--- src/rtl/clk_switch_pkg.sv ---
// ---------------------------------------------------------------------------
// Package: clk_switch_pkg
// Purpose: Shared types and helpers for the glitch-free clock-mux sequencer.
//   - clksw_state_e : sequencer state encoding (IDLE, BREAK, MAKE, DWELL, ACK)
//   - cnt_width()   : bit width needed to hold a counter value 0..max_val
// ---------------------------------------------------------------------------
package clk_switch_pkg;

    typedef enum logic [2:0] {
        IDLE  = 3'd0,
        BREAK = 3'd1,
        MAKE  = 3'd2,
        DWELL = 3'd3,
        ACK   = 3'd4
    } clksw_state_e;

    // Width of a counter that must represent every value 0..max_val.
    function automatic int cnt_width(input int max_val);
        return (max_val < 2) ? 1 : $clog2(max_val + 1);
    endfunction

endpackage

--- src/rtl/clk_sw_sync.sv ---
// ---------------------------------------------------------------------------
// Module: clk_sw_sync
// Purpose: Multi-flop synchroniser bringing an asynchronous mux status bit
//          into the control clock domain. All flops reset to 0.
// Parameters:
//   STAGES  number of flops in the chain (>= 2)
// Ports:
//   clk    in  control clock
//   rst_n  in  asynchronous reset, active low
//   d      in  asynchronous input
//   q      out synchronised output, lags d by STAGES cycles
// ---------------------------------------------------------------------------
module clk_sw_sync #(
    parameter int STAGES = 2
) (
    input  logic clk,
    input  logic rst_n,
    input  logic d,
    output logic q
);

    logic [STAGES-1:0] sr;

    always_ff @(posedge clk or negedge rst_n) begin
        if (!rst_n) begin
            sr <= '0;
        end else begin
            sr <= {sr[STAGES-2:0], d};
        end
    end

    assign q = sr[STAGES-1];

endmodule

--- src/rtl/clk_switch_ctrl.sv ---
// ---------------------------------------------------------------------------
// Module: clk_switch_ctrl
// Purpose: Sequencer for a two-input glitch-free clock mux. Arbitrates switch
//          requests (fixed priority, index 0 highest), drives the mux select,
//          waits for the old source to stop (break) and the new source to
//          start (make) using synchronised mux status, holds a minimum dwell,
//          then acknowledges the granted requester.
//
// Optional feature macro: CLKSW_TIMEOUT_EN
//   Defined     : BREAK+MAKE are bounded by TIMEOUT_CYC cycles; on expiry the
//                 select reverts to cur_sel and the ack carries err=1.
//   Not defined : BREAK/MAKE wait indefinitely, err is tied to 0.
//
// Handshake (req/ack): req[i] is a level held high until ack[i] pulses; while
//   req[i] is high req_sel[i] must be stable. ack[i] is a single-cycle pulse.
//   The requester must drop req[i] in the cycle ack[i] is seen, otherwise it
//   is arbitrated again. Dropping req early does not cancel the sequence.
//
// Ports:
//   clk        in   control clock (always on)
//   rst_n      in   asynchronous reset, active low
//   req        in   [NREQ] switch request levels
//   req_sel    in   [NREQ] requested source per requester (0=clk0, 1=clk1)
//   ack        out  [NREQ] one-cycle completion pulse, one-hot or zero
//   err        out  one-cycle failure flag, coincident with ack
//   select     out  mux select
//   clk0_on    in   async status: clk0 path enabled in the mux
//   clk1_on    in   async status: clk1 path enabled in the mux
//   cur_sel    out  committed source
//   busy       out  high whenever the sequencer is not IDLE
//   state_dbg  out  current sequencer state
// ---------------------------------------------------------------------------
module clk_switch_ctrl
    import clk_switch_pkg::*;
#(
    parameter int NREQ        = 2,
    parameter int SYNC_STAGES = 2,
    parameter int DWELL_CYC   = 16,
    parameter int TIMEOUT_CYC = 256
) (
    input  logic              clk,
    input  logic              rst_n,
    input  logic [NREQ-1:0]   req,
    input  logic [NREQ-1:0]   req_sel,
    output logic [NREQ-1:0]   ack,
    output logic              err,
    output logic              select,
    input  logic              clk0_on,
    input  logic              clk1_on,
    output logic              cur_sel,
    output logic              busy,
    output clksw_state_e      state_dbg
);

    localparam int GW = (NREQ > 1) ? $clog2(NREQ) : 1;
    // DWELL and BREAK/MAKE never overlap, so one counter serves both the
    // dwell count and (when enabled) the timeout.
    localparam int CW = (cnt_width(DWELL_CYC) > cnt_width(TIMEOUT_CYC)) ?
                        cnt_width(DWELL_CYC) : cnt_width(TIMEOUT_CYC);

    clksw_state_e   state;
    logic [GW-1:0]  gnt_q;
    logic           tgt_q;
    logic [CW-1:0]  cnt;

    logic           on0_s;
    logic           on1_s;
    logic           old_on_s;
    logic           new_on_s;

    logic           any_req;
    logic [GW-1:0]  grant_idx;

    // -----------------------------------------------------------------------
    // Status synchronisers
    // -----------------------------------------------------------------------
    clk_sw_sync #(.STAGES(SYNC_STAGES)) u_sync_on0 (
        .clk   (clk),
        .rst_n (rst_n),
        .d     (clk0_on),
        .q     (on0_s)
    );

    clk_sw_sync #(.STAGES(SYNC_STAGES)) u_sync_on1 (
        .clk   (clk),
        .rst_n (rst_n),
        .d     (clk1_on),
        .q     (on1_s)
    );

    // Old source is the committed one; new source is the latched target.
    assign old_on_s = cur_sel ? on1_s : on0_s;
    assign new_on_s = tgt_q   ? on1_s : on0_s;

    // -----------------------------------------------------------------------
    // Fixed-priority arbiter: lowest index wins. Scanning downwards lets the
    // last hit (lowest index) overwrite higher ones.
    // -----------------------------------------------------------------------
    always_comb begin
        any_req   = 1'b0;
        grant_idx = '0;
        for (int i = NREQ - 1; i >= 0; i--) begin
            if (req[i]) begin
                any_req   = 1'b1;
                grant_idx = GW'(i);
            end
        end
    end

    assign state_dbg = state;

`ifdef CLKSW_TIMEOUT_EN
    logic fail_q;
`else
    assign err = 1'b0;
`endif

    // -----------------------------------------------------------------------
    // Sequencer FSM with registered outputs
    // -----------------------------------------------------------------------
    always_ff @(posedge clk or negedge rst_n) begin
        if (!rst_n) begin
            state   <= IDLE;
            select  <= 1'b0;
            cur_sel <= 1'b0;
            ack     <= '0;
            busy    <= 1'b0;
            gnt_q   <= '0;
            tgt_q   <= 1'b0;
            cnt     <= '0;
`ifdef CLKSW_TIMEOUT_EN
            err     <= 1'b0;
            fail_q  <= 1'b0;
`endif
        end else begin
            ack <= '0;
`ifdef CLKSW_TIMEOUT_EN
            err <= 1'b0;
`endif
            case (state)
                IDLE: begin
                    if (any_req) begin
                        gnt_q <= grant_idx;
                        tgt_q <= req_sel[grant_idx];
                        busy  <= 1'b1;
`ifdef CLKSW_TIMEOUT_EN
                        fail_q <= 1'b0;
`endif
                        if (req_sel[grant_idx] == cur_sel) begin
                            // Already on the requested source: just ack.
                            state <= ACK;
                        end else begin
                            select <= req_sel[grant_idx];
                            cnt    <= '0;
                            state  <= BREAK;
                        end
                    end
                end

                BREAK: begin
`ifdef CLKSW_TIMEOUT_EN
                    cnt <= cnt + 1'b1;
                    if (cnt >= CW'(TIMEOUT_CYC - 1)) begin
                        select <= cur_sel;
                        fail_q <= 1'b1;
                        state  <= ACK;
                    end else if (!old_on_s) begin
                        state <= MAKE;
                    end
`else
                    if (!old_on_s) begin
                        state <= MAKE;
                    end
`endif
                end

                MAKE: begin
                    if (new_on_s) begin
                        cur_sel <= tgt_q;
                        cnt     <= CW'(DWELL_CYC - 1);
                        state   <= DWELL;
`ifdef CLKSW_TIMEOUT_EN
                    end else if (cnt >= CW'(TIMEOUT_CYC - 1)) begin
                        select <= cur_sel;
                        fail_q <= 1'b1;
                        state  <= ACK;
                    end else begin
                        cnt <= cnt + 1'b1;
`endif
                    end
                end

                DWELL: begin
                    if (cnt == '0) begin
                        state <= ACK;
                    end else begin
                        cnt <= cnt - 1'b1;
                    end
                end

                ACK: begin
                    ack[gnt_q] <= 1'b1;
`ifdef CLKSW_TIMEOUT_EN
                    err <= fail_q;
`endif
                    busy  <= 1'b0;
                    state <= IDLE;
                end

                default: begin
                    state <= IDLE;
                    busy  <= 1'b0;
                end
            endcase
        end
    end

endmodule
--- config.mk ---
export PLATFORM = sky130hd
export DESIGN_NAME = clk_switch_ctrl
export DESIGN_NICKNAME = d
export VERILOG_FILES = /design/src/rtl/clk_switch_pkg.sv /design/src/rtl/clk_sw_sync.sv /design/src/rtl/clk_switch_ctrl.sv
export SDC_FILE = /design/constraint.sdc
export NUM_CORES = 1
export LEC_CHECK = 0
export BUFFER_PORTS_ARGS = -buffer_cell sky130_fd_sc_hd__buf_2
export CAP_MARGIN = 5
export CORE_MARGIN = 1.5
export CORE_UTILIZATION = 60
export DETAILED_ROUTE_END_ITERATION = 7
export PLACE_DENSITY = 0.85
export SLEW_MARGIN = 20
export SYNTH_ARGS = -nofsm -noshare
export SYNTH_HDL_FRONTEND = slang
export SYNTH_HIERARCHICAL = 1
export SYNTH_SLANG_ARGS = --single-unit
--- constraint.sdc ---
create_clock -name clk -period 3.6 [get_ports clk]
set_input_delay 0.36 -clock clk [delete_from_list [all_inputs] [get_ports clk]]
set_output_delay 0.36 -clock clk [all_outputs]
set_load 0.02 [all_outputs]
After elaboration in Yosys (flattened, before gate mapping)
Index checks and enable logic that the tools add are counted.
- register bits: 23
- logic and storage cells: 61
- $add $sub $neg: 1
- magnitude comparators: 3
- equality and inequality tests: 11
- muxes and demuxes: 23
- bitwise operators: 2
- reductions and logical operators: 11
- operator list (cell ; count):
    9-bit two-way mux ; 4
    9-bit one-hot mux with 3 select lines ; 1
    3-bit two-way mux ; 5
    2-bit inequality test (second input constant) ; 6
    3-bit one-hot mux with 4 select lines ; 1
    9-bit zero test ; 1
    1-bit two-way mux ; 9
    9-bit by 1-bit subtractor with 9-bit output (second input constant) ; 1
    3-bit by 2-bit equality test with 1-bit output (second input constant) ; 2
    2-bit AND reduction ; 3
    5-bit AND reduction ; 1
    1-bit by 2-bit less-than comparator with 1-bit output (second input constant) ; 2
    4-bit AND reduction ; 1
    3-bit by 1-bit equality test with 1-bit output (second input constant) ; 1
    3-bit equality test (second input constant) ; 1
    3-bit zero test ; 1
    3-bit AND reduction ; 1
    3-bit nonzero test ; 1
    3-bit OR reduction ; 1
    2-bit two-way mux ; 1
    1-bit inverter ; 2
    1-bit one-hot mux with 2 select lines ; 1
    1-bit demux with 1-bit select ; 1
    1-bit equality test ; 1
    2 further kinds ; 2

Depth between registers and ports, before layout
- depth after elaboration: 8
- mapped depth: 8
- depth with buffers taken out: 7

By module
Netlist, hierarchy kept.
- by module, submodules not included (module ; times used ; cells each ; area each (µm²) ; seq. area each (µm²)):
    clk_switch_ctrl ; 1 ; 119 ; 1138.6 ; 475.5
    clk_sw_sync ; 2 ; 2 ; 50.0 ; 50.0

Worst setup path after synthesis
OpenSTA, ideal clock, no wires.
- path kind: register -> register
- from: register state[0], in the netlist state_dbg[0]
- to: register cnt[0]
- arrival time: 1.813 ns
- required time: 3.475 ns
- setup slack: 1.661 ns
- stages on the path, launching flop included: 9
- buffers on the path: 3
- cells stage by stage: dfrtp_1 buf_6 nand2_2 or2_0 buf_2 o211a_4 a21o_1 buf_6 mux2_4
- longest elaborated chain between the ends: 3
- elaborated cells between the ends (all ways): 10
- ends and longest elaborated chain (what ; RTL line ; RTL):
    start: declaration ; clk_switch_ctrl.sv:61 ; clksw_state_e state;
    start signal: assignment ; clk_switch_ctrl.sv:123 ; state <= IDLE;
    start signal: assignment ; clk_switch_ctrl.sv:151 ; state <= ACK;
    start signal: assignment ; clk_switch_ctrl.sv:155 ; state <= BREAK;
    3-bit by 2-bit equality test with 1-bit output / 3-bit zero test (equally long branches) ; clk_switch_ctrl.sv:140 ; case (state)
    2-bit inequality test (no source line) / 3-bit nonzero test (equally long branches) ; - ;
    5-bit AND reduction (no source line) ; - ;
    end signal: assignment ; clk_switch_ctrl.sv:180 ; cnt <= CW'(DWELL_CYC - 1);
    end signal: assignment ; clk_switch_ctrl.sv:197 ; cnt <= cnt - 1'b1;
    end: declaration ; clk_switch_ctrl.sv:64 ; logic [CW-1:0] cnt;
Several ways; a longest one is shown, not always the timed one.
A chain may end at the register's enable or synchronous reset.

Final worst setup path
- from: register state[0], in the netlist state_dbg[0]
- to: register cnt[1]
Same word-level chain as after synthesis.

==> summary.txt <==
Clock network
  • Post_cts resized: 0
  • Htree depth: 1
  • Post-CTS Setup Bufs: 0
  • Worst-Skew Late Latency: 300 ps
  • Clk sink count: 23
  • CTS tree: yes
  • Cts hold-fix bufs: 0
  • Clock transition at path regs: 130 ps
  • Root buffer cell: clkbuf_4
  • Num CTS Buffers: 3
  • Clock Tree Buf Depth: 2

Routing
  • Drt first pass iters: 4
  • Final wirelength: 2.33 mm
  • Via count: 1000
  • Vias per cell: 6.17
  • Detail Route Antenna Nets: 0
  • Drt wl/cell: 14.4 um
  • Drt drc: 0
  • First DRT Iteration DRCs: 42

Pwr
  • Max VDD drop: 0.558 mV
  • Total power: 1.21 mW
  • Lkg Pwr: 0.633 nW
  • PwrDens: 914 nW/um2

Floorplanning
  • Initial core utilization: 0.631
  • Die area: 2350 um2
  • IO Pins: 17
  • Row cnt: 16
  • Core ar.: 1960 um2
  • DIE HEIGHT: 48.4 um
  • Die width: 48.4 um

Synth
  • Post-synthesis cell type count: 44
  • Synthesized cell area: 1240 um2
  • Top FF cell, synth: dfrtp_1
  • Mapped Cells: 123
  • Most numerous cell in the Yosys netlist: dfrtp_1
  • Most frequent cells after synthesis: dfrtp_1 (23), nor2_1 (11), a21oi_1 (10), inv_1 (6), nand2_1 (6)
  • Register bit count reported by yosys: 23
  • Synth warn: 6
  • Synth area leaders: dfrtp_1 (46%), a21oi_1 (4.0%), nor2_1 (3.3%), mux2i_1 (2.4%), mux2_4 (2.4%)
  • Synth area leader: dfrtp_1
  • Top cell type's share of synthesized area: 0.465
  • Number of synthesized flops with an enable pin: 0
  • Post-synthesis net count: 133
  • Register area share after synthesis: 0.465
  • Ys async rst share: 1.00
  • Syn Area/Cell: 10.1 um2

Layout
  • Area of the multi-input gates: 592 um2
  • Layout cells sized above 1: 0.178
  • Ant. Diodes: 0
  • Fin area: 1330 um2
  • FF+latch area: 576 um2
  • # fillers: 177
  • NumNets Final: 146
  • Non-Filler Instances: 162
  • Area Overhead vs Synth: 7.07%

Worst setup path
  • R2R Setup Slk: 1320 ps
  • WP data required: 3810 ps
  • Setup crit end kind: flop
  • Critical setup path kind: reg2reg
  • Worst path arrival time: 2490 ps
  • CP max FO: 19
  • Worst setup SP type: flop

Timing
  • Fin crit period: 2280 ps
  • RSZ-0062 raised after global routing: no
  • Actual slew at the worst max-slew pin: 609 ps
  • # setup viols final: 0
  • Tcrit/Tclk final: 0.633
  • Max-slew headroom: 0.594
  • Slew Limit Fails: 0
  • Worst Clk Skew: 1.80 ps
  • Max Fclk: 439 MHz
  • Final TNS setup: 0 ps
  • Final Hold Viols: 16
  • WHS: -5.59 ps

Status
  • Failing checks: hold timing
  • Outcome: finished with violations

Place
  • HPWL after DPL: 1.65 mm
  • Port Buffers: 15
  • Gpl congestion: 0.802
  • Cell Area, Placed: 1300 um2
  • Inst Count DP: 158

Global routing
  • Largest net degree at the start of global routing: 24
  • Initial antenna violation count: 0
  • GRT Overall Usage: 0.215
  • First-pass GRT wire length: 3.97 mm
  • Vias in the first global route: 928
  • GR Overflow Total: 0

Hold path
  • Hold Path Class: in2async

Flow run
  • Max_cap viols: 0
-- per-layer routing --
layer | track usage | wire (um) | up-vias
met5 | 0 | 0 | -
li1 | - | - | 475
met2 | 0.363 | 1130 | 52
met4 | 0.0810 | 42 | 0
met3 | 0.0340 | 167 | 8
met1 | 0.281 | 988 | 465
-- worst paths after layout --
kind / cells after the start / startpoint / to
max in group asynchronous: 1 / rst_n / u_sync_on0/sr[0]
max reg2reg: 5 / state_dbg[0] / cnt[1]
min in group clk: 1 / clk1_on / u_sync_on1/sr[0]
min reg2reg: 0 / u_sync_on1/sr[0] / u_sync_on1/sr[1]
max: 5 / state_dbg[0] / cnt[1]
min: 1 / rst_n / cnt[4]
-- power breakdown --
part / switching [mW] / internal [mW] / total (mW)
clock network: 0.0771 / 0.0414 / 0.119
logic: 0.330 / 0.267 / 0.597
registers: 0.149 / 0.348 / 0.497
total: 0.556 / 0.657 / 1.21
-- logic make-up (layout without fill, tap and decap cells) --
kind of cell | count (synthesis) | in the layout | synth area share
flops | 23 | 23 | 0.465
simple gates | 45 | 45 | 0.213
mux | 5 | 5 | 0.0485
other cells | 1 | 1 | 0.00303
xor+xnor | 1 | 1 | 0.00707
fa+ha+maj | 2 | 2 | 0.0202
buf+inv | 13 | 25 | 0.0576
compound gates | 33 | 33 | 0.186
-- registers in the layout, indices dropped and copies added, names as in the netlist --
name and cells:
state_dbg 3, cur_sel 1, tgt_q 1, u_sync_on0/sr 2, gnt_q 1, cnt 9
u_sync_on1/sr 2, busy 1, ack 2, select 1
-- layout make-up --
class | instances | share of cell area
Timing Repair Buffer | 15 | 0.0566
Clock inverter | 1 | 0.00377
Tap cell | 27 | 0.0255
Sequential cell | 23 | 0.434
Inverter | 6 | 0.0170
Multi-Input combinational cell | 87 | 0.446
Clock buffer | 3 | 0.0170
-- stage by stage --
step,worst slack (ps),utilization
final,1320,0.676
after global routing,1220,0.676
after CTS,1340,0.676
after detailed placement,1370,0.662
after global placement,1460,0.662
after floorplan,1660,-
-- critical path: stages (launching register included) --
cell and delay (ps):
dfrtp_1 750, nand2_2 120, or2_0 370, o211a_4 330, a21o_1 270, mux2_4 330
-- cell usage in the layout (no fill, tap or decap), types with 4 or more instances in the layout --
cell and instances:
dfrtp_1 23, buf_2 15, a21oi_1 10, o21ai_1 5, nor4_1 4, nand2_1 6
inv_1 6, nor3_1 4, nor2_1 11
Note: power is estimated with default switching activity, not from simulation.
